### config.mk
export PLATFORM = sky130hd
export DESIGN_NAME = calc_job_arbiter
export DESIGN_NICKNAME = d
export VERILOG_FILES = /design/src/rtl/calc_job_arbiter.sv
export SDC_FILE = /design/constraint.sdc
export NUM_CORES = 1
export LEC_CHECK = 0
export CELL_PAD_IN_SITES_DETAIL_PLACEMENT = 0
export CELL_PAD_IN_SITES_GLOBAL_PLACEMENT = 1
export CORE_ASPECT_RATIO = 0.8
export CORE_MARGIN = 2
export CORE_UTILIZATION = 36
export DETAILED_ROUTE_END_ITERATION = 6
export GPL_TIMING_DRIVEN = 1
export PLACE_DENSITY_LB_ADDON = 0.3
export SLEW_MARGIN = 30
export SYNTH_ARGS = -nofsm -noshare
export SYNTH_HDL_FRONTEND = slang
export SYNTH_SLANG_ARGS = --single-unit
### constraint.sdc
create_clock -name clk -period 4.6 [get_ports clk]
set_input_delay 0.92 -clock clk [delete_from_list [all_inputs] [get_ports clk]]
set_output_delay 0.92 -clock clk [all_outputs]
set_load 0.02 [all_outputs]
### src/rtl/calc_job_arbiter.sv
// Job controller sharing one RPN calculator core between two clients: grant,
// program load, start, wait for halt (watchdog abort) and result return.
module calc_job_arbiter #(
   parameter int TIMEOUT = 4096
) (
   input  logic        clk,
   input  logic        rst,
   input  logic [1:0]  req,
   input  logic [9:0]  len0,
   input  logic [9:0]  len1,
   input  logic [1:0]  in_valid,
   input  logic [15:0] in_word0,
   input  logic [15:0] in_word1,
   output logic [1:0]  in_ready,
   output logic [1:0]  gnt,
   output logic [1:0]  done,
   output logic [15:0] result,
   output logic        err,
   output logic [9:0]  calc_addr,
   output logic        calc_wr,
   output logic [15:0] calc_datain,
   output logic        calc_start,
   output logic        calc_nrst,
   input  logic        calc_ready,
   input  logic [15:0] calc_out
);

   typedef enum logic [2:0] {
      IDLE  = 3'd0,
      LOAD  = 3'd1,
      START = 3'd2,
      WAIT  = 3'd3,
      ABORT = 3'd4,
      DONE  = 3'd5
   } state_t;

   localparam logic [15:0] TMO_LAST = 16'(TIMEOUT - 1);

   state_t      state;
   logic        last;
   logic        cur;
   logic [9:0]  len_q;
   logic [9:0]  wcnt;
   logic [15:0] tcnt;

   logic        win;
   logic [1:0]  win_oh;
   logic [9:0]  win_len;
   logic [15:0] word_sel;
   logic        accept;

   // Round-robin choice: on a tie the client that did not win last time goes.
   always_comb begin
      win = 1'b0;
      if (req == 2'b11) begin
         win = ~last;
      end else if (req[1]) begin
         win = 1'b1;
      end else begin
         win = 1'b0;
      end
   end

   assign win_oh   = win ? 2'b10 : 2'b01;
   assign win_len  = win ? len1 : len0;
   assign word_sel = cur ? in_word1 : in_word0;

   // Write strobe follows the handshake directly so a held valid streams one word per cycle.
   assign accept      = (state == LOAD) && in_ready[cur] && in_valid[cur];
   assign calc_wr     = accept;
   assign calc_addr   = wcnt;
   assign calc_datain = (state == LOAD) ? word_sel : 16'h0000;
   assign calc_nrst   = !rst && (state != ABORT);

   always_ff @(posedge clk or posedge rst) begin
      if (rst) begin
         state      <= IDLE;
         last       <= 1'b1;
         cur        <= 1'b0;
         len_q      <= 10'd0;
         wcnt       <= 10'd0;
         tcnt       <= 16'd0;
         gnt        <= 2'b00;
         in_ready   <= 2'b00;
         done       <= 2'b00;
         result     <= 16'h0000;
         err        <= 1'b0;
         calc_start <= 1'b0;
      end else begin
         done       <= 2'b00;
         calc_start <= 1'b0;
         case (state)
            IDLE: begin
               if (req != 2'b00) begin
                  cur   <= win;
                  last  <= win;
                  gnt   <= win_oh;
                  len_q <= win_len;
                  wcnt  <= 10'd0;
                  if (win_len == 10'd0) begin
                     err   <= 1'b1;
                     done  <= win_oh;
                     state <= DONE;
                  end else begin
                     in_ready <= win_oh;
                     state    <= LOAD;
                  end
               end
            end
            LOAD: begin
               if (accept) begin
                  wcnt <= wcnt + 10'd1;
                  // Start is issued in its own cycle after the final write
                  if (wcnt + 10'd1 == len_q) begin
                     in_ready   <= 2'b00;
                     calc_start <= 1'b1;
                     state      <= START;
                  end
               end
            end
            START: begin
               tcnt  <= 16'd0;
               state <= WAIT;
            end
            WAIT: begin
               if (calc_ready) begin
                  result <= calc_out;
                  err    <= 1'b0;
                  done   <= gnt;
                  state  <= DONE;
               end else if (tcnt == TMO_LAST) begin
                  state <= ABORT;
               end else begin
                  tcnt <= tcnt + 16'd1;
               end
            end
            ABORT: begin
               result <= 16'h0000;
               err    <= 1'b1;
               done   <= gnt;
               state  <= DONE;
            end
            DONE: begin
               gnt   <= 2'b00;
               state <= IDLE;
            end
            default: begin
               gnt      <= 2'b00;
               in_ready <= 2'b00;
               state    <= IDLE;
            end
         endcase
      end
   end

endmodule

Yosys cells after proc, flatten, opt, wreduce, memory -nomap -nowiden:

Cells that the tools add are included.

* register bits after elaboration: 65
* latch bits: 0
* RAM bits: 0
* bits in read-only memories: 0
* input bits: 75
* output and inout port bits: 52
* logic and storage cells: 100
* memories: 0

* $add $sub $neg: 2
* $mul: 0
* div/mod/pow operators: 0
* magnitude comparators: 1
* equality and inequality tests: 18
* shift operators: 0
* multiplexer cells: 43
* bitwise logic cells: 3
* reduce and logical (&&, ||, !) cells: 21

Operators by type and width (count)
* $mux 16: 5
* $pmux 16 s2: 2
* $mux 10: 3
* $pmux 10 s2: 1
* $mux 2: 9
* $mux 3: 6
* $add 16x1->16 const B: 1
* $eq 16x12->1 const B: 1
* $pmux 3 s5: 1
* $ne 2x2->1 const B: 7
* $mux 1: 12
* $pmux 2 s3: 2
* $add 10x1->10 const B: 1
* $eq 10x10->1: 1
* $logic_not 10->1: 1
* $reduce_and 4->1: 2
* $reduce_bool 2->1: 4
* $reduce_or 4->1: 2
* $eq 3x2->1 const B: 2
* $eq 3x3->1 const B: 2
* $ne 3x3->1 const B: 2
* $reduce_and 2->1: 3
* $reduce_and 3->1: 2
* $reduce_and 5->1: 1
* 11 further kinds: 15

Logic depth before layout (Yosys ltp):

Gate-level depths: netlist of run 1.

* depth after elaboration: 7
* gate-level depth with buffers: 8

Worst setup path after synthesis of run 1:

OpenSTA, ideal clock, no wires.

* path type: input port to output port
* start point: input port in_valid[1]
* end point: output port calc_wr
* arrival time: 1542 ps
* required time: 3680 ps
* slack: 2138 ps
* stages: 3
* path through: and3_1 > o21ai_2 > inv_1

* cells in the longest elaborated chain, start to end: 3

Ends and longest elaborated chain
* start: declaration: RTL line 11 `input logic [1:0] in_valid,`
* $mux 1 (not written as such) (2 in series): RTL line 69 `assign accept = (state == LOAD) && in_ready[cur] && in_valid[cur];`
* $logic_and 1x1->1: RTL line 69
* end: declaration: RTL line 20 `output logic calc_wr,`

No other way between the ends. The select of a mux whose other input is x is not followed.

Worst setup path in the final report of run 1:

Ends and elaborated chain as after synthesis.

==> flow_summary.yaml, run 1 <==
clock_tree:
  clock-sinks: 65
  h-tree-depth: 3
  cts_buffers: 9
  clockBufferDepth: 2
  hold_buffers: 0
  post_cts_buffers: 0
  clkSlewWorstSetupHoldPaths_ps: 50
  cts_tree: "yes"
  clkLatencyLatePin_ps: 320
  cts_root_buffer: "clkbuf_16"
  ctsResizeCount: 0
sta:
  fmax_mhz: 294
  setup_viol: 0
  final_hold_viol_count: 0
  fin_worst_skew_ps: 8.46
  tightest_slew_ps: 742
  period_share_pct: 73.9
  slew_headroom_pct: 50.5
  tns_ps: 0
  period_minus_slack_ps: 3400
  slew_viol_final: 0
  rsz0062_at_grt: "false"
  hold_slack_ps: 506
setup_path:
  slowest_delay_ps: 650
  cp_top_family: "buffers and inverters"
  cp_common_cell: "clkdlybuf4s50_1"
  critPathSlowestCell: "clkdlybuf4s50_1"
  path_depth: 5
  worstRegToRegCells: 7
  setup.worst_path.end_class: "output port"
  crit_type: "in -> out"
  crit_fanout: 7
  path_cells: "clkdlybuf4s50_1 > and3_1 > o21ai_2 > inv_1 > clkdlybuf4s50_1"
  cp_data_required_time_ps: 3680
  arrival_ps: 2480
  worst_setup_path_start_kind: "primary input"
  critPathBufInv: 3
placement:
  placed_area_sq_um: 5090
  gp_congestion: 0.805
  portBuffers: 126
  dp_hpwl_um: 7190
power:
  p_int_w: 0.00181
  p_leak_nw: 2.21
  p_total_w: 0.00288
  switchingPower_w: 0.00107
  power_frac_seq_pct: 32.7
  p_per_area_nw_per_um2: 534
  p_comb_share_pct: 44.1
  switching_share_pct: 37.0
  ir_drop_v: 0.000251
  clkPwrFrac_pct: 23.2
detailed_routing:
  avgRoutedWirePerCell_um: 14.4
  drt_first_pass_iters: 4
  drt-initial-drc-count: 130
  route.detailed.drc: 0
  vias: 3312
  via_per_inst: 5.02
  ant_nets: 0
  wl_um: 9520
cells_and_area:
  fillers: 890
  design_area_sq_um: 5380
  area_growth_pct: 46.3
  final_common_cell: "clkdlybuf4s50_1"
  num_antenna_cells: 0
  final_core_util_pct: 54.9
  layout_common_cells: "126 x clkdlybuf4s50_1, 64 x dfrtp_1, 56 x nand2_1"
  final_layout_size_suffix_gt1_share_pct: 9.35
  fin_nets: 596
die:
  die_y_um: 94.4
  start_util_pct: 37.5
  io_pins: 127
  die_w_um: 117
  die_area_sq_um: 11100
  core_sq_um: 9810
  row_count: 32
grt:
  track_usage_pct: 17.5
  overflow: 0
  antenna_found_initial: 0
  grt_max_degree: 45
  grt_pass1_wl_um: 15200
  grt_pass1_vias: 3223
synthesis:
  synth-seq-cells: 65
  synth.area.mux_share_pct: 8.57
  synth_simple_gate_area_share_pct: 23.9
  netlist-cell-type-count: 50
  syn_inst: 392
  ys_async_sr_fraction_pct: 100
  yosys_warnings: 0
  synth_top_flop_cell: "dfrtp_1"
  syn-num-nets: 469
  synth_area_leaders: "dfrtp_1 44%, mux2i_1 8.2%, nand2_1 5.7%, xnor2_1 5.0%, nor2_1 4.5%"
  synth_compound_area_share_pct: 12.7
  yosys.area_share.xor_xnor_pct: 7.14
  yosysTopAreaCell: "dfrtp_1"
  synth_edf_count: 0
  synth_area_sq_um: 3680
  synth_top_area_share_pct: 43.5
  syn_area_per_cell_sq_um: 9.39
  synth_top_family_by_area: "simple AND/OR/NAND/NOR gates"
  synth_seq_area_share_pct: 44.2
  synth-adder-area-share_pct: 0.680
flow_run:
  drv_cap: 0
hold_path:
  worstHoldPathType: "reg -> reg"
  hold_depth: 2
outcome:
  status: "finished, final reports clean"
## cell type report
| class | instances | area, sq um | share of cell area [%] |
|---|---|---|---|
| multi-input combinational | 302 | 1950 | 36.3 |
| sequential | 65 | 1630 | 30.2 |
| timing repair buffer | 132 | 1310 | 24.3 |
| clock inverter | 3 | 40.0 | 0.744 |
| tap | 136 | 170 | 3.16 |
| clock buffer | 13 | 250 | 4.65 |
| inverter | 9 | 35.0 | 0.651 |
## per-layer routing
layer / track usage (%) / share of wire [%]
met5: 0 / 0
met3: 5.39 / 7.0
met2: 28.1 / 46
met1: 22.5 / 46
met4: 5.78 / 1.3
## Yosys cell counts (2+ instances only)
| cell type | n |
|---|---|
| a21bo_2 | 2 |
| a21o_1 | 2 |
| a21oi_1 | 16 |
| a22o_1 | 10 |
| and3_1 | 3 |
| buf_1 | 2 |
| buf_2 | 2 |
| clkbuf_1 | 11 |
| dfrtp_1 | 64 |
| ha_1 | 2 |
| inv_1 | 9 |
| mux2i_1 | 30 |
| nand2_1 | 56 |
| nand2b_1 | 4 |
| nand3_1 | 16 |
| nand4_1 | 7 |
| nor2_1 | 44 |
| nor2b_1 | 3 |
| nor3_1 | 5 |
| nor3_2 | 9 |
| nor3b_1 | 2 |
| nor4_1 | 6 |
| nor4_2 | 2 |
| o211ai_1 | 2 |
| o21ai_0 | 25 |
| o21ai_1 | 2 |
| o31ai_1 | 4 |
| or2_2 | 2 |
| xnor2_1 | 21 |
| xor2_1 | 9 |
## worst paths after layout
kind	slack, ps	from	end
worst min-delay path	510	len_q[4]	len_q[4]
worst min register to register	510	len_q[4]	len_q[4]
worst max-delay path	1200	in_valid[1]	calc_wr
min in group asynchronous	1060	rst	in_ready[0]
worst max register to register	2070	state[0]	in_ready[1]
max in group asynchronous	2720	rst	last
## worst reg2reg max path, cell delays in order, from the launching register on
cell and delay, ps:
dfrtp_1 620, nor3b_4 380, o21ai_2 130, buf_4 210, nor4_2 330, nand4_1 140, nor4_2 410, o21ai_0 180
## kinds of logic after synthesis
family / Yosys count
and+or+nand+nor: 168
AOI/OAI and AO/OA: 71
DFF: 65
muxes: 31
xor gates and xnor gates: 30
buffers and inverters: 25
adders and majority gates: 2
## power groups by stage
| stage | clock, W | combinational, W | sequential (W) |
|---|---|---|---|
| floorplan | 0 | 0.000695 | 0.000982 |
| global placement | 0 | 0.00126 | 0.000937 |
| detailed placement | 0 | 0.00128 | 0.000943 |
| CTS | 0.000683 | 0.00129 | 0.000938 |
| global route | 0.000708 | 0.00138 | 0.000965 |
| finish | 0.000667 | 0.00127 | 0.000939 |
## metrics by stage
| stage | instances | setup slack (ps) |
|---|---|---|
| after CTS | 660 | 1180 |
| final | 660 | 1200 |
| after global placement | 644 | 1190 |
| after floorplan | 392 | 2060 |
| after detailed placement | 644 | 1170 |
| after global routing | 660 | 1120 |
## sequential cells by signal, summed over array words and instances (netlist names)
| signal | flops |
|---|---|
| state | 3 |
| last | 1 |
| cur | 1 |
| calc_addr | 10 |
| gnt | 2 |
| len_q | 10 |
| in_ready | 2 |
| tcnt | 16 |
| err | 1 |
| calc_start | 1 |
| done | 2 |
| result | 16 |
No activity file was read; power rests on OpenSTA's default activity.
==> run 2: changes to the inputs <==
--- a/config.mk
+++ b/config.mk
@@ -9,7 +9,7 @@
 export CELL_PAD_IN_SITES_GLOBAL_PLACEMENT = 1
 export CORE_ASPECT_RATIO = 0.8
 export CORE_MARGIN = 2
-export CORE_UTILIZATION = 36
+export CORE_UTILIZATION = 34
 export DETAILED_ROUTE_END_ITERATION = 6
 export GPL_TIMING_DRIVEN = 1
 export PLACE_DENSITY_LB_ADDON = 0.3
==> constraint.sdc (replaced) <==
create_clock -name clk -period 3.24 [get_ports clk]
set_input_delay 0.648 -clock clk [delete_from_list [all_inputs] [get_ports clk]]
set_output_delay 0.648 -clock clk [all_outputs]
set_load 0.02 [all_outputs]
==> flow_summary.yaml, run 2 (synthesis results as in run 1) <==
setup_path:
  critPathSlowestCell: "clkdlybuf4s50_1"
  cp_data_required_time_ps: 2590
  r2r-end: "in_ready[0]"
  slowest_delay_ps: 640
  path_cells: "nand2_1 > nor2_1 > clkdlybuf4s50_1"
  setup.worst_path.end_class: "output port"
  crit_fanout: 16
  worst_setup_path_start_kind: "register"
  crit_type: "reg -> out"
  worstRegToRegCells: 7
  arrival_ps: 2310
  r2r_slack_ps: 780
  r2r_start: "state[0]"
detailed_routing:
  route.detailed.drc: 0
  ant_nets: 0
  vias: 3275
  drt_first_pass_iters: 5
  wl_um: 10000
  avgRoutedWirePerCell_um: 15.0
  drt-initial-drc-count: 145
  via_per_inst: 4.92
placement:
  gp_congestion: 0.822
  portBuffers: 126
  placed_cells: 649
  dp_hpwl_um: 7520
grt:
  antenna_found_initial: 0
  grt_pass1_wl_um: 16300
  track_usage_pct: 17.9
  grt_pass1_vias: 3284
  grt_max_degree: 41
  overflow: 0
sta:
  fmax_mhz: 338
  rsz0062_at_grt: "false"
  period_share_pct: 91.4
  final_hold_viol_count: 0
  tightest_slew_ps: 619
  tns_ps: 0
  fin_worst_skew_ps: 5.55
  period_minus_slack_ps: 2960
  slew_viol_final: 0
  slew_headroom_pct: 58.7
  setup_viol: 0
die:
  die_w_um: 120
  io_pins: 127
  start_util_pct: 35.4
  core_sq_um: 10400
  die_area_sq_um: 11700
  row_count: 33
  die_y_um: 97.1
cells_and_area:
  seq_area_sq_um: 1630
  fin_cells: 665
  final_layout_size_suffix_gt1_share_pct: 9.90
  multi_input_comb_area_sq_um: 1950
  fillers: 973
  top_regs: "result x16, tcnt x16"
  fin_nets: 597
  area_growth_pct: 47.9
  final_common_cell: "clkdlybuf4s50_1"
  num_antenna_cells: 0
  layout_common_cells: "126 x clkdlybuf4s50_1, 64 x dfrtp_1, 56 x nand2_1"
hold_path:
  hold_path_end: "len_q[3]"
  worstHoldPathType: "reg -> reg"
  hold_depth: 2
  hp-start: "len_q[3]"
outcome:
  status: "finished, final reports clean"
clock_tree:
  hold_buffers: 0
  clockBufferDepth: 2
  h-tree-depth: 3
  clock-sinks: 65
  ctsResizeCount: 0
  clkSlewWorstSetupHoldPaths_ps: 50
  cts_tree: "yes"
  cts_root_buffer: "clkbuf_16"
  cts_buffers: 9
  clkLatencyLatePin_ps: 330
  post_cts_buffers: 0
power:
  p_per_area_nw_per_um2: 774
  p_leak_nw: 2.24
  ir_drop_v: 0.000394
flow_run:
  drv_cap: 0
run 2: metal layers:
metal | routed length, um | global-route usage, %
met2 | 4430 | 26.5
met3 | 797 | 7.75
met5 | 0 | 0
met1 | 4690 | 23.3
met4 | 81 | 6.17
run 2: final cells by class:
| type | instances | share of cell area, % |
|---|---|---|
| multi-input cells | 302 | 35.8 |
| inverters | 9 | 0.621 |
| repair buffers | 133 | 24.4 |
| clock inverters | 5 | 1.42 |
| well taps | 140 | 3.22 |
| clock buffers | 11 | 4.64 |
| flip-flops and latches | 65 | 29.9 |
run 2: worst max path at each step:
stage,from,cells after the start,end
2_1_floorplan,rst,1,calc_addr[0]
3_3_place_gp,in_valid[1],5,calc_wr
3_5_place_dp,in_valid[1],5,calc_wr
4_1_cts,state[0],3,calc_datain[7]
5_1_grt,state[0],3,calc_datain[7]
6_report,state[0],3,calc_datain[7]
run 2: metrics by stage:
step / hold WS (ps) / power (W) / area, sq um / utilization [%] / setup WS (ps)
after global routing: 521 / 0.00449 / 5440 / 52.3 / 81.7
after floorplan: 464 / 0.00238 / 3680 / - / 967
after CTS: 505 / 0.00427 / 5440 / 52.3 / 241
final: 503 / 0.00421 / 5440 / 52.3 / 280
after detailed placement: 486 / 0.00317 / 5110 / 49.1 / 404
after global placement: 485 / 0.00315 / 5110 / 49.1 / 446
run 2: worst max-delay path, delay by kind of cell (launching register included):
family | cells | cell delay [ps]
and+or+nand+nor | 2 | 720
buffers and inverters | 1 | 640
DFF | 1 | 610
run 2: where the power goes:
part	switching (W)	leakage [nW]	total [W]	internal (W)
registers	0.000240	0.816	0.00131	0.00107
clock network	0.000353	0.162	0.00106	0.000712
logic	0.000952	1.26	0.00184	0.000889
total	0.00154	2.24	0.00421	0.00267
==> run 3: changes to the inputs <==
--- a/config.mk
+++ b/config.mk
@@ -7,7 +7,6 @@
 export LEC_CHECK = 0
 export CELL_PAD_IN_SITES_DETAIL_PLACEMENT = 0
 export CELL_PAD_IN_SITES_GLOBAL_PLACEMENT = 1
-export CORE_ASPECT_RATIO = 0.8
 export CORE_MARGIN = 2
 export CORE_UTILIZATION = 34
 export DETAILED_ROUTE_END_ITERATION = 6
==> flow_summary.yaml, run 3 (synthesis results as in run 1) <==
sta:
  period_minus_slack_ps: 2900
  slew_headroom_pct: 55.8
  period_share_pct: 89.4
  tns_ps: 0
  hold_slack_ps: 504
  rsz0062_at_grt: "false"
  fin_worst_skew_ps: 8.51
  fmax_mhz: 345
  tightest_slew_ps: 662
  final_hold_viol_count: 0
  slew_viol_final: 0
  setup_viol: 0
setup_path:
  cp_data_required_time_ps: 2590
  crit_type: "reg -> out"
  slowest_delay_ps: 630
  worst_setup_path_start_kind: "register"
  critPathSlowestCell: "clkdlybuf4s50_1"
  cp_common_cell: "nor2_1"
  arrival_ps: 2250
  cp_top_family: "simple AND/OR/NAND/NOR gates"
  critPathBufInv: 1
  worstRegToRegCells: 7
  setup.worst_path.end_class: "output port"
  r2r_slack_ps: 840
  r2r-end: "in_ready[1]"
  crit_fanout: 16
  r2r_start: "state[2]"
  path_cells: "nor2_1 > nand2_1 > nor2_1 > clkdlybuf4s50_1"
grt:
  antenna_found_initial: 0
  overflow: 0
  grt_pass1_wl_um: 15900
  grt_max_degree: 33
  track_usage_pct: 17.3
  grt_pass1_vias: 3357
cells_and_area:
  fin_nets: 602
  fillers: 998
  area_growth_pct: 45.5
  layout_common_cells: "126 x clkdlybuf4s50_1, 64 x dfrtp_1, 56 x nand2_1"
  final_common_cell: "clkdlybuf4s50_1"
  num_antenna_cells: 0
  design_area_sq_um: 5350
  top_regs: "result x16, tcnt x16"
  final_layout_size_suffix_gt1_share_pct: 10.8
  final_core_util_pct: 51.4
hold_path:
  hold_path_end: "result[10]"
  hp-start: "result[10]"
  worstHoldPathType: "reg -> reg"
  hold_depth: 1
flow_run:
  drv_cap: 0
clock_tree:
  clkLatencyLatePin_ps: 350
  clockBufferDepth: 2
  h-tree-depth: 3
  cts_buffers: 9
  cts_root_buffer: "clkbuf_8"
  hold_buffers: 0
  cts_tree: "yes"
  clkSlewWorstSetupHoldPaths_ps: 80
  post_cts_buffers: 0
  ctsResizeCount: 0
  clock-sinks: 65
placement:
  placed_area_sq_um: 5130
  dp_hpwl_um: 7330
  portBuffers: 126
  gp_congestion: 0.807
power:
  switching_share_pct: 38.8
  p_leak_nw: 2.21
  p_comb_share_pct: 46.8
  p_int_w: 0.00240
  ir_drop_v: 0.000387
  switchingPower_w: 0.00152
  p_per_area_nw_per_um2: 733
  clkPwrFrac_pct: 19.5
  power_frac_seq_pct: 33.6
outcome:
  status: "finished, final reports clean"
detailed_routing:
  via_per_inst: 5.05
  avgRoutedWirePerCell_um: 14.6
  ant_nets: 0
  drt-initial-drc-count: 138
  wl_um: 9690
  vias: 3366
  route.detailed.drc: 0
  drt_first_pass_iters: 4
die:
  io_pins: 127
  die_w_um: 108
  die_area_sq_um: 11700
  start_util_pct: 35.3
  core_sq_um: 10400
  die_y_um: 108
  row_count: 37
## run 3: cell types whose count changed in the layout (fill, tap and decap cells not counted)
cell	previous run	this run
clkbuf_8	2	9
clkinv_4	0	2
buf_4	6	12
clkbuf_16	9	0
buf_12	1	0
## run 3: final cells by class
type	count	area [sq um]	share of cell area, %
inverter	9	33.8	0.631
clock buffer	9	124	2.31
multi-input combinational	302	1950	36.4
sequential	65	1630	30.4
tap	136	170	3.18
clock inverter	7	95.1	1.78
timing repair buffer	138	1350	25.2
## run 3: routing by layer
layer / GRT usage (%) / vias up / part of all wire (%)
met5: 0 / - / 0
met4: 5.68 / 0 / 1.2
met3: 6.03 / 11 / 6.9
met2: 28.3 / 106 / 47
met1: 21.3 / 1616 / 45
li1: - / 1633 / -
## run 3: how the worst max path moves through the flow
stage | slack, ps | endpoint | startpoint | cells after the start
floorplan | 970 | calc_addr[0] | rst | 1
global placement | 510 | calc_wr | in_valid[1] | 5
detailed placement | 470 | in_ready[1] | in_valid[1] | 8
CTS | 300 | calc_datain[1] | state[2] | 4
global route | 220 | calc_datain[10] | state[2] | 4
finish | 340 | calc_datain[10] | state[2] | 4
## run 3: power by group through the flow
stage	registers [W]	clock network [W]	logic, W
4_1_cts	0.00132	0.000788	0.00186
2_1_floorplan	0.00139	0	0.000987
3_5_place_dp	0.00133	0	0.00185
3_3_place_gp	0.00133	0	0.00184
6_report	0.00132	0.000766	0.00184
5_1_grt	0.00136	0.000824	0.00200
## run 3: metrics by stage
step | total power (W) | instances | setup slack (ps)
after floorplan | 0.00238 | 392 | 967
after global placement | 0.00316 | 650 | 511
after detailed placement | 0.00318 | 650 | 474
after CTS | 0.00397 | 666 | 304
after global routing | 0.00418 | 666 | 221
final | 0.00392 | 666 | 344
